File: config.mk
export PLATFORM = sky130hd
export DESIGN_NAME = timer_mode_ctrl
export DESIGN_NICKNAME = d
export VERILOG_FILES = /design/src/rtl/timer_mode_ctrl.sv
export SDC_FILE = /design/constraint.sdc
export NUM_CORES = 1
export LEC_CHECK = 0
export CORE_MARGIN = 2
export CORE_UTILIZATION = 30
export DETAILED_ROUTE_END_ITERATION = 12
export GPL_TIMING_DRIVEN = 0
export PLACE_DENSITY = 0.52
export SYNTH_ARGS = -nofsm -noshare
export SYNTH_HDL_FRONTEND = slang
export SYNTH_SLANG_ARGS = --single-unit
File: constraint.sdc
create_clock -name clk -period 3.1 [get_ports clk]
set_input_delay 0.93 -clock clk [delete_from_list [all_inputs] [get_ports clk]]
set_output_delay 0.93 -clock clk [all_outputs]
set_load 0.05 [all_outputs]
File: src/rtl/timer_mode_ctrl.sv
// Mode controller for a two-digit BCD countdown timer. It owns the set-entry
// digits and the running count, and selects which pair is shown on the display.
module timer_mode_ctrl #(
  parameter int DEFAULT_TENS = 6,
  parameter int DEFAULT_ONES = 0,
  parameter int ALARM_TICKS  = 5
) (
  input  logic       clk,
  input  logic       rst,
  input  logic       tick,
  input  logic       btn_mode,
  input  logic       btn_sel,
  input  logic       btn_inc,
  input  logic       btn_start,
  output logic       mux,
  output logic [3:0] ber1,
  output logic [3:0] ber2,
  output logic [3:0] num1,
  output logic [3:0] num2,
  output logic       digit_sel,
  output logic       running,
  output logic       done,
  output logic [2:0] state_dbg
);

  typedef enum logic [2:0] {
    IDLE  = 3'd0,
    SET   = 3'd1,
    RUN   = 3'd2,
    PAUSE = 3'd3,
    DONE  = 3'd4
  } state_t;

  localparam logic [3:0] DEF_TENS  = 4'(DEFAULT_TENS);
  localparam logic [3:0] DEF_ONES  = 4'(DEFAULT_ONES);
  localparam logic [3:0] ALARM_LIM = 4'(ALARM_TICKS);

  state_t     state, state_n;
  logic [3:0] num1_n, num2_n;
  logic [3:0] ber1_n, ber2_n;
  logic       sel_n;
  logic [3:0] alarm, alarm_n;

  logic [3:0] dec_tens, dec_ones;
  logic       cnt_zero, dec_zero, any_btn;

  function automatic logic [3:0] inc10(input logic [3:0] d);
    return (d >= 4'd9) ? 4'd0 : d + 4'd1;
  endfunction

  assign cnt_zero  = (num1 == 4'd0) && (num2 == 4'd0);
  assign any_btn   = btn_mode | btn_start | btn_sel | btn_inc;
  assign state_dbg = state;

  // BCD decrement with borrow; only applied when the count is non-zero.
  always_comb begin
    dec_tens = num1;
    dec_ones = num2;
    if (num2 != 4'd0) begin
      dec_ones = num2 - 4'd1;
    end else if (num1 != 4'd0) begin
      dec_ones = 4'd9;
      dec_tens = num1 - 4'd1;
    end
    dec_zero = (dec_tens == 4'd0) && (dec_ones == 4'd0);
  end

  always_comb begin
    state_n = state;
    num1_n  = num1;
    num2_n  = num2;
    ber1_n  = ber1;
    ber2_n  = ber2;
    sel_n   = digit_sel;
    alarm_n = alarm;
    unique case (state)
      IDLE: begin
        if (btn_mode) begin
          state_n = SET;
          sel_n   = 1'b0;
        end else if (btn_start && !cnt_zero) begin
          state_n = RUN;
        end
      end
      SET: begin
        if (btn_mode) begin
          state_n = IDLE;
          num1_n  = ber1;
          num2_n  = ber2;
        end else if (btn_sel) begin
          sel_n = ~digit_sel;
        end else if (btn_inc) begin
          if (digit_sel) ber2_n = inc10(ber2);
          else           ber1_n = inc10(ber1);
        end
      end
      RUN: begin
        // A start press together with a tick still takes the decrement;
        // reaching zero wins over pausing.
        if (tick && !cnt_zero) begin
          num1_n = dec_tens;
          num2_n = dec_ones;
          if (dec_zero) begin
            state_n = DONE;
            alarm_n = 4'd0;
          end else if (btn_start) begin
            state_n = PAUSE;
          end
        end else if (btn_start) begin
          state_n = PAUSE;
        end
      end
      PAUSE: begin
        if (btn_mode) begin
          state_n = IDLE;
          num1_n  = ber1;
          num2_n  = ber2;
        end else if (btn_start) begin
          state_n = RUN;
        end
      end
      DONE: begin
        if (any_btn) begin
          state_n = IDLE;
          num1_n  = ber1;
          num2_n  = ber2;
          alarm_n = 4'd0;
        end else if (tick) begin
          if (alarm + 4'd1 >= ALARM_LIM) begin
            state_n = IDLE;
            num1_n  = ber1;
            num2_n  = ber2;
            alarm_n = 4'd0;
          end else begin
            alarm_n = alarm + 4'd1;
          end
        end
      end
      default: begin
        state_n = IDLE;
        alarm_n = 4'd0;
      end
    endcase
  end

  // Status outputs are decoded from the next state so they move with it.
  always_ff @(posedge clk) begin
    if (rst) begin
      state     <= IDLE;
      num1      <= DEF_TENS;
      num2      <= DEF_ONES;
      ber1      <= DEF_TENS;
      ber2      <= DEF_ONES;
      digit_sel <= 1'b0;
      alarm     <= 4'd0;
      mux       <= 1'b0;
      running   <= 1'b0;
      done      <= 1'b0;
    end else begin
      state     <= state_n;
      num1      <= num1_n;
      num2      <= num2_n;
      ber1      <= ber1_n;
      ber2      <= ber2_n;
      digit_sel <= sel_n;
      alarm     <= alarm_n;
      mux       <= (state_n == SET);
      running   <= (state_n == RUN);
      done      <= (state_n == DONE);
    end
  end

endmodule

==> results of run 1 <==
layout make-up:
class / instances / area (um2)
Timing Repair Buffer: 29 / 290.3
Tap cell: 72 / 90.09
Fill cell: 618 / 3412
Clock buffer: 4 / 45.04
Sequential cell: 27 / 540.5
Buffer: 8 / 30.03
Multi-Input combinational cell: 166 / 1151
Inverter: 13 / 48.80
flip-flops by register name, summed over array words and instances (netlist names):
name and flops:
done 1, state_dbg 3, digit_sel 1, alarm 4
num2 4, ber1 4, ber2 4, num1 4
running 1, mux 1
power by group through the flow:
stage          clock network (mW)  logic [mW]  registers [mW]
2_1_floorplan                   0       0.142           0.442
3_3_place_gp                    0       0.273           0.390
3_5_place_dp                    0       0.273           0.390
4_1_cts                     0.218       0.273           0.382
5_1_grt                     0.229       0.299           0.386
6_report                    0.201       0.273           0.382
placed cells by master, fill, tap and decap left out, drive strengths merged, types with 4 or more instances in the layout:
master         synthesis  layout
ha                    11      11
clkbuf                 8      12
xor2                   4       4
o2111ai                6       6
o21ai                 10      10
nand2                 18      18
nand2b                 8       8
dfxtp                 27      27
inv                   13      13
clkdlybuf4s50          0      29
nor2                  20      20
a21oi                 13      13
mux2i                  7       7
nand3                 11      11
cell families after synthesis:
kind of cell,after synthesis,share of synthesized area
multiplexers,7,0.03972
adder cells (fa/ha/maj),11,0.07801
XOR/XNOR,6,0.02979
AO/OA/AOI/OAI,57,0.2341
flip-flops,27,0.3064
AND/OR/NAND/NOR,85,0.2674
buffers and inverters,21,0.04468
worst reg2reg max path: cells and delay by family, from the launching register on:
family                   cells  cell delay (ns)
adder cells (fa/ha/maj)      1             0.23
buffers and inverters        1             0.09
flip-flops                   1             0.36
AO/OA/AOI/OAI                2             0.67
AND/OR/NAND/NOR              3             1.02
worst max-delay path by stage:
stage              from  endpoint  slack [ns]  cells past startpoint
6_report       btn_mode   num1[2]        0.17                      7
5_1_grt        btn_mode   num1[2]       0.001                      7
4_1_cts        btn_mode   num1[2]        0.06                      7
3_5_place_dp   btn_mode   num1[2]       -0.24                      7
3_3_place_gp   btn_mode   num1[2]       -0.21                      7
2_1_floorplan   num2[0]   running        0.70                      7
per-layer routing:
metal	GRT usage	share of wire
met5	0	0
met4	0.03220	0.0097
met3	0.02360	0.040
met2	0.2442	0.45
met1	0.2014	0.50
==> parameters.txt, run 1 <==
Parameter                              Value

Pwr
  Power per standard cell area ... 390.0 nW/um2
  Max rail drop VDD ... 0.2036 mV
  Proportion of power drawn by flip-flops and latches ... 0.446
  Share of total power in the clock network ... 0.235
  Static leakage power ... 0.8296 nW
  Net switching power ... 298.2 uW
  Combinational power share ... 0.319
  Switch share ... 0.3482
  Final total power ... 856.3 uW
  Total internal power ... 558.2 uW

STA
  Slew HR ... 0.5115
  Transition at the pin with the smallest max-transition slack ... 0.7311 ns
  Clk_skew ... 0.003662 ns
  Final Hold Slack ... 0.5267 ns
  Sum of negative setup slack ... 0 ns
  Top achievable clock speed ... 341.1 MHz
  Final hold violation count ... 0
  Final Slew Violations ... 0
  Period Utilization, post-route ... 0.9456
  Final critical delay including setup and external delays ... 2.931 ns
  Worst setup slack after layout ... 0.1687 ns
  Unrepaired setup endpoints after global routing ... false
  Final count of negative-setup-slack endpoints ... 0

Die
  Die Footprint ... 6510 um2
  I/O pins ... 30
  Placement row count ... 27
  Width of the die ... 80.69 um
  Initial core utilization ... 0.3146
  Die Ht ... 80.69 um
  Core Box Area ... 5608 um2

Clock network
  CTS tree ... built
  Inserted Clock Buffers ... 3
  Clock-pin slew of the registers on the worst-case setup and hold paths ... 0.09 ns
  Number of buffers added to fix hold violations after cts ... 0
  Maximum level of the CTS H-tree ... 1
  Clock Tree Root ... sky130_fd_sc_hd__clkbuf_8
  Maximum clock path buffer count ... 2
  Clock insertion delay at the later pin of the skew report ... 0.27 ns
  Clock net sink count ... 27
  Quantity of gates resized following cts ... 0
  Post-CTS Setup Bufs ... 0

Detailed routing
  Vias ... 1657
  ANT nets after route ... 0
  Routed WL per cell ... 13.90 um
  Violation count after the first detailed-route iteration ... 94
  Final wirelength ... 4.435 mm
  Number of design rule violations left after detail routing ... 0
  Via density per instance ... 5.194
  First drt pass iteration count ... 4

Synthesis
  Ranking of synthesized cells by area ... sky130_fd_sc_hd__dfxtp_1 (31%), sky130_fd_sc_hd__ha_1 (7.8%), sky130_fd_sc_hd__nor2_1 (4.3%)
  Cell type contributing the most total cell area after synthesis ... sky130_fd_sc_hd__dfxtp_1
  Top-count cell post-synth ... sky130_fd_sc_hd__dfxtp_1
  Yosys reg bits ... 27
  Top-area cell type share of the netlist area ... 0.3064
  Count of flip-flops with a built-in enable after synthesis ... 0
  Leading register cell type out of synthesis ... sky130_fd_sc_hd__dfxtp_1
  Mapped Nets ... 232
  Synth Cell Area ... 1764 um2
  Post-Syn Instances ... 214
  Synth async-reset ratio ... 0
  Post-Synthesis Mean Instance Area ... 8.244 um2
  Yosys cell types ... 49
  Commonest cells in the synthesized netlist ... sky130_fd_sc_hd__dfxtp_1 (27), sky130_fd_sc_hd__nor2_1 (20), sky130_fd_sc_hd__nand2_1 (18)
  Sequential area share after synthesis ... 0.3064
  Synth warnings ... 0

Setup path
  Worst Setup End Kind ... flop
  Critical Path Start Type ... input port
  Kind of cell with the highest combined delay on the critical path ... buffers and inverters
  Critical register-to-register path endpoint ... num1[2]
  WP buf/inv ... 2
  Slowest cell on the critical path ... sky130_fd_sc_hd__clkdlybuf4s50_1
  Critical path class ... in -> reg
  Worst path arrival time ... 3.10 ns
  Critical path cell sequence ... clkdlybuf4s50_1, nor4_2, and3_1, o211a_1, clkbuf_1, nor2_1, a211o_1
  Slack of the worst reg-to-reg path ... 0.64 ns
  Reg2Reg Launch Point ... num1[0]
  CP Max Fanout ... 10
  Data required time at the worst endpoint ... 3.27 ns
  Count of cells along the worst register-to-register path ... 7
  Largest stage delay, worst path ... 0.54 ns

Final layout
  Synthesis-to-layout area growth ... 24.47%
  Fin util ... 0.3916
  Final standard cell count with taps included and fillers excluded ... 319
  Layout cell share with drive strength beyond 1 ... 0.05668
  Final Net Count ... 266
  Final Instance Area ... 2196 um2
  Antenna cells ... 0

Worst hold path
  Hold Crit Depth ... 1
  HP Start ... alarm[3]
  Hold endpoint ... alarm[3]
  Path type of the worst min-delay path ... reg -> reg

Global routing
  Global Route Usage Sum ... 0.1477
  Pin count of the biggest net entering global routing ... 15
  Number of global-route vias before repair ... 1546
  Initial antenna violation count ... 0
  First-pass GRT wire length ... 7.514 mm
  Congestion Overflow GR ... 0

Placement
  Number of buffer cells added on primary ports ... 29
  Placed Instance Area ... 2145 um2
  Dpl ws ... -0.2377 ns
  Total placed cells including tap cells ... 315
  Placed wire-length estimate ... 3.405 mm
  Final RePlAce weighted congestion ... 0.7520

Flow run
  # Max-Cap Violations ... 0

Run status
  Status ... finished, final reports clean
Note: power is estimated with default switching activity, not from simulation.
==> run 2: changes to the inputs <==
--- a/config.mk
+++ b/config.mk
@@ -9,7 +9,7 @@
 export CORE_UTILIZATION = 30
 export DETAILED_ROUTE_END_ITERATION = 12
 export GPL_TIMING_DRIVEN = 0
-export PLACE_DENSITY = 0.52
+export PLACE_DENSITY = 0.54
 export SYNTH_ARGS = -nofsm -noshare
 export SYNTH_HDL_FRONTEND = slang
 export SYNTH_SLANG_ARGS = --single-unit
==> constraint.sdc (replaced) <==
create_clock -name clk -period 2.6 [get_ports clk]
set_input_delay 0.78 -clock clk [delete_from_list [all_inputs] [get_ports clk]]
set_output_delay 0.78 -clock clk [all_outputs]
set_load 0.05 [all_outputs]
==> run 2 against run 1 <==
  * Highest routed layer unchanged
  * First-iteration DRC count up 76%
  * Non-clock buffer count unchanged
  * Die area unchanged
  * Count of clock-buffer cells in the layout unchanged
  * Global-route usage up 0.13 points
  * Largest cell class unchanged
  * Critical path type unchanged
==> parameters.txt, run 2 (synthesized netlist as in run 1, its figures left out) <==
Parameter                              Value

Die
  Core Box Area ... 5608 um2 (unchanged)
  Die Ht ... 80.69 um (unchanged)
  Width of the die ... 80.69 um (unchanged)
  Initial core utilization ... 0.3146 (unchanged)
  Die Footprint ... 6510 um2 (unchanged)
  Placement row count ... 27 (unchanged)
  I/O pins ... 30 (unchanged)

Setup path
  Kind of cell with the highest combined delay on the critical path ... simple AND/OR/NAND/NOR gates
  Largest stage delay, worst path ... 0.57 ns (+0.03 ns)
  Worst path arrival time ... 2.71 ns (-0.39 ns)
  Data required time at the worst endpoint ... 2.78 ns (-0.49 ns)
  Critical path cell sequence ... clkdlybuf4s50_1, nor4_4, and3_1, o211a_2, nor2_1, a211o_1
  Slowest cell on the critical path ... sky130_fd_sc_hd__clkdlybuf4s50_1
  CP Max Fanout ... 10 (unchanged)
  WP buf/inv ... 1 (-1)
  Critical path class ... in -> reg
  Worst Setup End Kind ... flop
  Critical Path Stages ... 6 (-1)
  Count of cells along the worst register-to-register path ... 7 (unchanged)
  Critical Path Start Type ... input port

STA
  Period Utilization, post-route ... 0.9733
  Final hold violation count ... 0 (unchanged)
  Final Slew Violations ... 0 (unchanged)
  Final Hold Slack ... 0.5250 ns (-0.001736 ns)
  Final critical delay including setup and external delays ... 2.531 ns
  Sum of negative setup slack ... 0 ns (unchanged)
  Clk_skew ... 0.006978 ns (+0.003316 ns)
  Slew HR ... 0.4905 (-0.02104)
  Final count of negative-setup-slack endpoints ... 0 (unchanged)
  Top achievable clock speed ... 395.2 MHz
  Transition at the pin with the smallest max-transition slack ... 0.7626 ns (+0.03150 ns)

Pwr
  Power per standard cell area ... 463.7 nW/um2 (+19%)
  Switch share ... 0.3541 (+0.005965)
  Combinational power share ... 0.322 (+0.003)
  Net switching power ... 366.1 uW (+23%)
  Max rail drop VDD ... 0.2007 mV (-1.4%)
  Proportion of power drawn by flip-flops and latches ... 0.441 (-0.005)
  Share of total power in the clock network ... 0.237 (+0.002)
  Total internal power ... 667.7 uW (+20%)
  Static leakage power ... 0.8285 nW (-0.13%)

Detailed routing
  First drt pass iteration count ... 4 (unchanged)
  ANT nets after route ... 0 (unchanged)
  Routed WL per cell ... 14.14 um (+1.7%)
  Number of design rule violations left after detail routing ... 0 (unchanged)
  Via density per instance ... 5.229 (+0.66%)
  Violation count after the first detailed-route iteration ... 165 (+76%)
  Final wirelength ... 4.510 mm (+1.7%)
  Vias ... 1668 (+0.66%)

Final layout
  Synthesis-to-layout area growth ... 26.38%
  Number of inserted filler cells in the final layout ... 583 (-5.7%)
  Final Net Count ... 266 (unchanged)
  Leading cell type in the layout, fill and taps excluded ... sky130_fd_sc_hd__clkdlybuf4s50_1
  Final Instance Area ... 2230 um2 (+1.5%)
  Most used cells in the layout excluding fill and tap cells ... sky130_fd_sc_hd__clkdlybuf4s50_1 (29), sky130_fd_sc_hd__dfxtp_1 (27), sky130_fd_sc_hd__nor2_1 (20)
  Layout cell share with drive strength beyond 1 ... 0.07287 (+0.01619)
  Antenna cells ... 0 (unchanged)
  Final standard cell count with taps included and fillers excluded ... 319 (unchanged)
  Fin util ... 0.3976 (+0.006024)

Worst hold path
  Hold Crit Depth ... 1 (unchanged)
  Path type of the worst min-delay path ... reg -> reg

Global routing
  Congestion Overflow GR ... 0 (unchanged)
  Busiest layer in global routing ... met2
  Pin count of the biggest net entering global routing ... 15 (unchanged)
  Met1 demand-to-capacity share in global routing ... 0.1995 (-0.001903)
  Number of global-route vias before repair ... 1577 (+2.0%)
  Met3 track demand over resource in global routing ... 0.01348 (-0.01011)
  Global Route Usage Sum ... 0.1489 (+0.001269)
  First-pass GRT wire length ... 7.603 mm (+1.2%)
  Fraction of met2 tracks used by global routing ... 0.2567 (+0.01250)
  Initial antenna violation count ... 0 (unchanged)

Placement
  Number of buffer cells added on primary ports ... 29 (unchanged)
  Total placed cells including tap cells ... 315 (unchanged)
  Placed Instance Area ... 2145 um2 (unchanged)
  Final RePlAce weighted congestion ... 0.7987 (+6.2%)
  Placed wire-length estimate ... 3.395 mm (-0.30%)

Clock network
  Inserted Clock Buffers ... 3 (unchanged)
  Clock-pin slew of the registers on the worst-case setup and hold paths ... 0.10 ns (about the same)
  Clock insertion delay at the later pin of the skew report ... 0.27 ns (about the same)
  Number of buffers added to fix hold violations after cts ... 0 (unchanged)
  Maximum level of the CTS H-tree ... 1 (unchanged)
  Clock net sink count ... 27 (unchanged)
  Clock Tree Root ... sky130_fd_sc_hd__clkbuf_8
  Maximum clock path buffer count ... 2 (unchanged)
  CTS tree ... built

Run status
  Status ... finished, final reports clean

Flow run
  # Max-Cap Violations ... 0 (unchanged)
[run 2: worst paths after layout]
kind / start / to / slack [ns]
worst max-delay path: btn_mode / num1[2] / 0.07
worst min-delay path: alarm[3] / alarm[3] / 0.52
worst max register to register: num2[0] / done / 0.20
worst min register to register: alarm[3] / alarm[3] / 0.52
[run 2: layer usage]
layer / part of all wire / vias to the layer above / wire [um]
met5: 0 / - / 0
li1: - / 852 / -
met3: 0.024 / 4 / 107
met2: 0.48 / 23 / 2147
met1: 0.49 / 789 / 2221
met4: 0.0073 / 0 / 33
[run 2: cell type report]
type | count | area, um2 | share of cell area
Clock buffer | 4 | 45.04 | 0.02020
Inverter | 13 | 48.80 | 0.02189
Buffer | 7 | 26.28 | 0.01178
Sequential cell | 27 | 540.5 | 0.2424
Timing Repair Buffer | 30 | 297.8 | 0.1336
Tap cell | 72 | 90.09 | 0.04040
Multi-Input combinational cell | 166 | 1181 | 0.5297
[run 2: power by group through the flow]
stage	Clock, mW	Combinational (mW)	Sequential, mW
floorplan	0	0.170	0.527
global placement	0	0.325	0.465
detailed placement	0	0.326	0.465
CTS	0.257	0.327	0.455
global route	0.271	0.365	0.461
finish	0.246	0.333	0.456
[run 2: what timing repair did]
action / 4_1_cts / 5_1_grt
buffers inserted: 0 / 1
gates resized for setup: 3 / 4
endpoints found under the setup margin: 13 / 7
[run 2: stage by stage]
| step | power (mW) | setup slack [ns] |
|---|---|---|
| global route | 1.096 | -0.007155 |
| floorplan | 0.6963 | 0.1959 |
| detailed placement | 0.7914 | -0.5837 |
| CTS | 1.040 | 0.004546 |
| global placement | 0.7905 | -0.5547 |
| finish | 1.034 | 0.06948 |
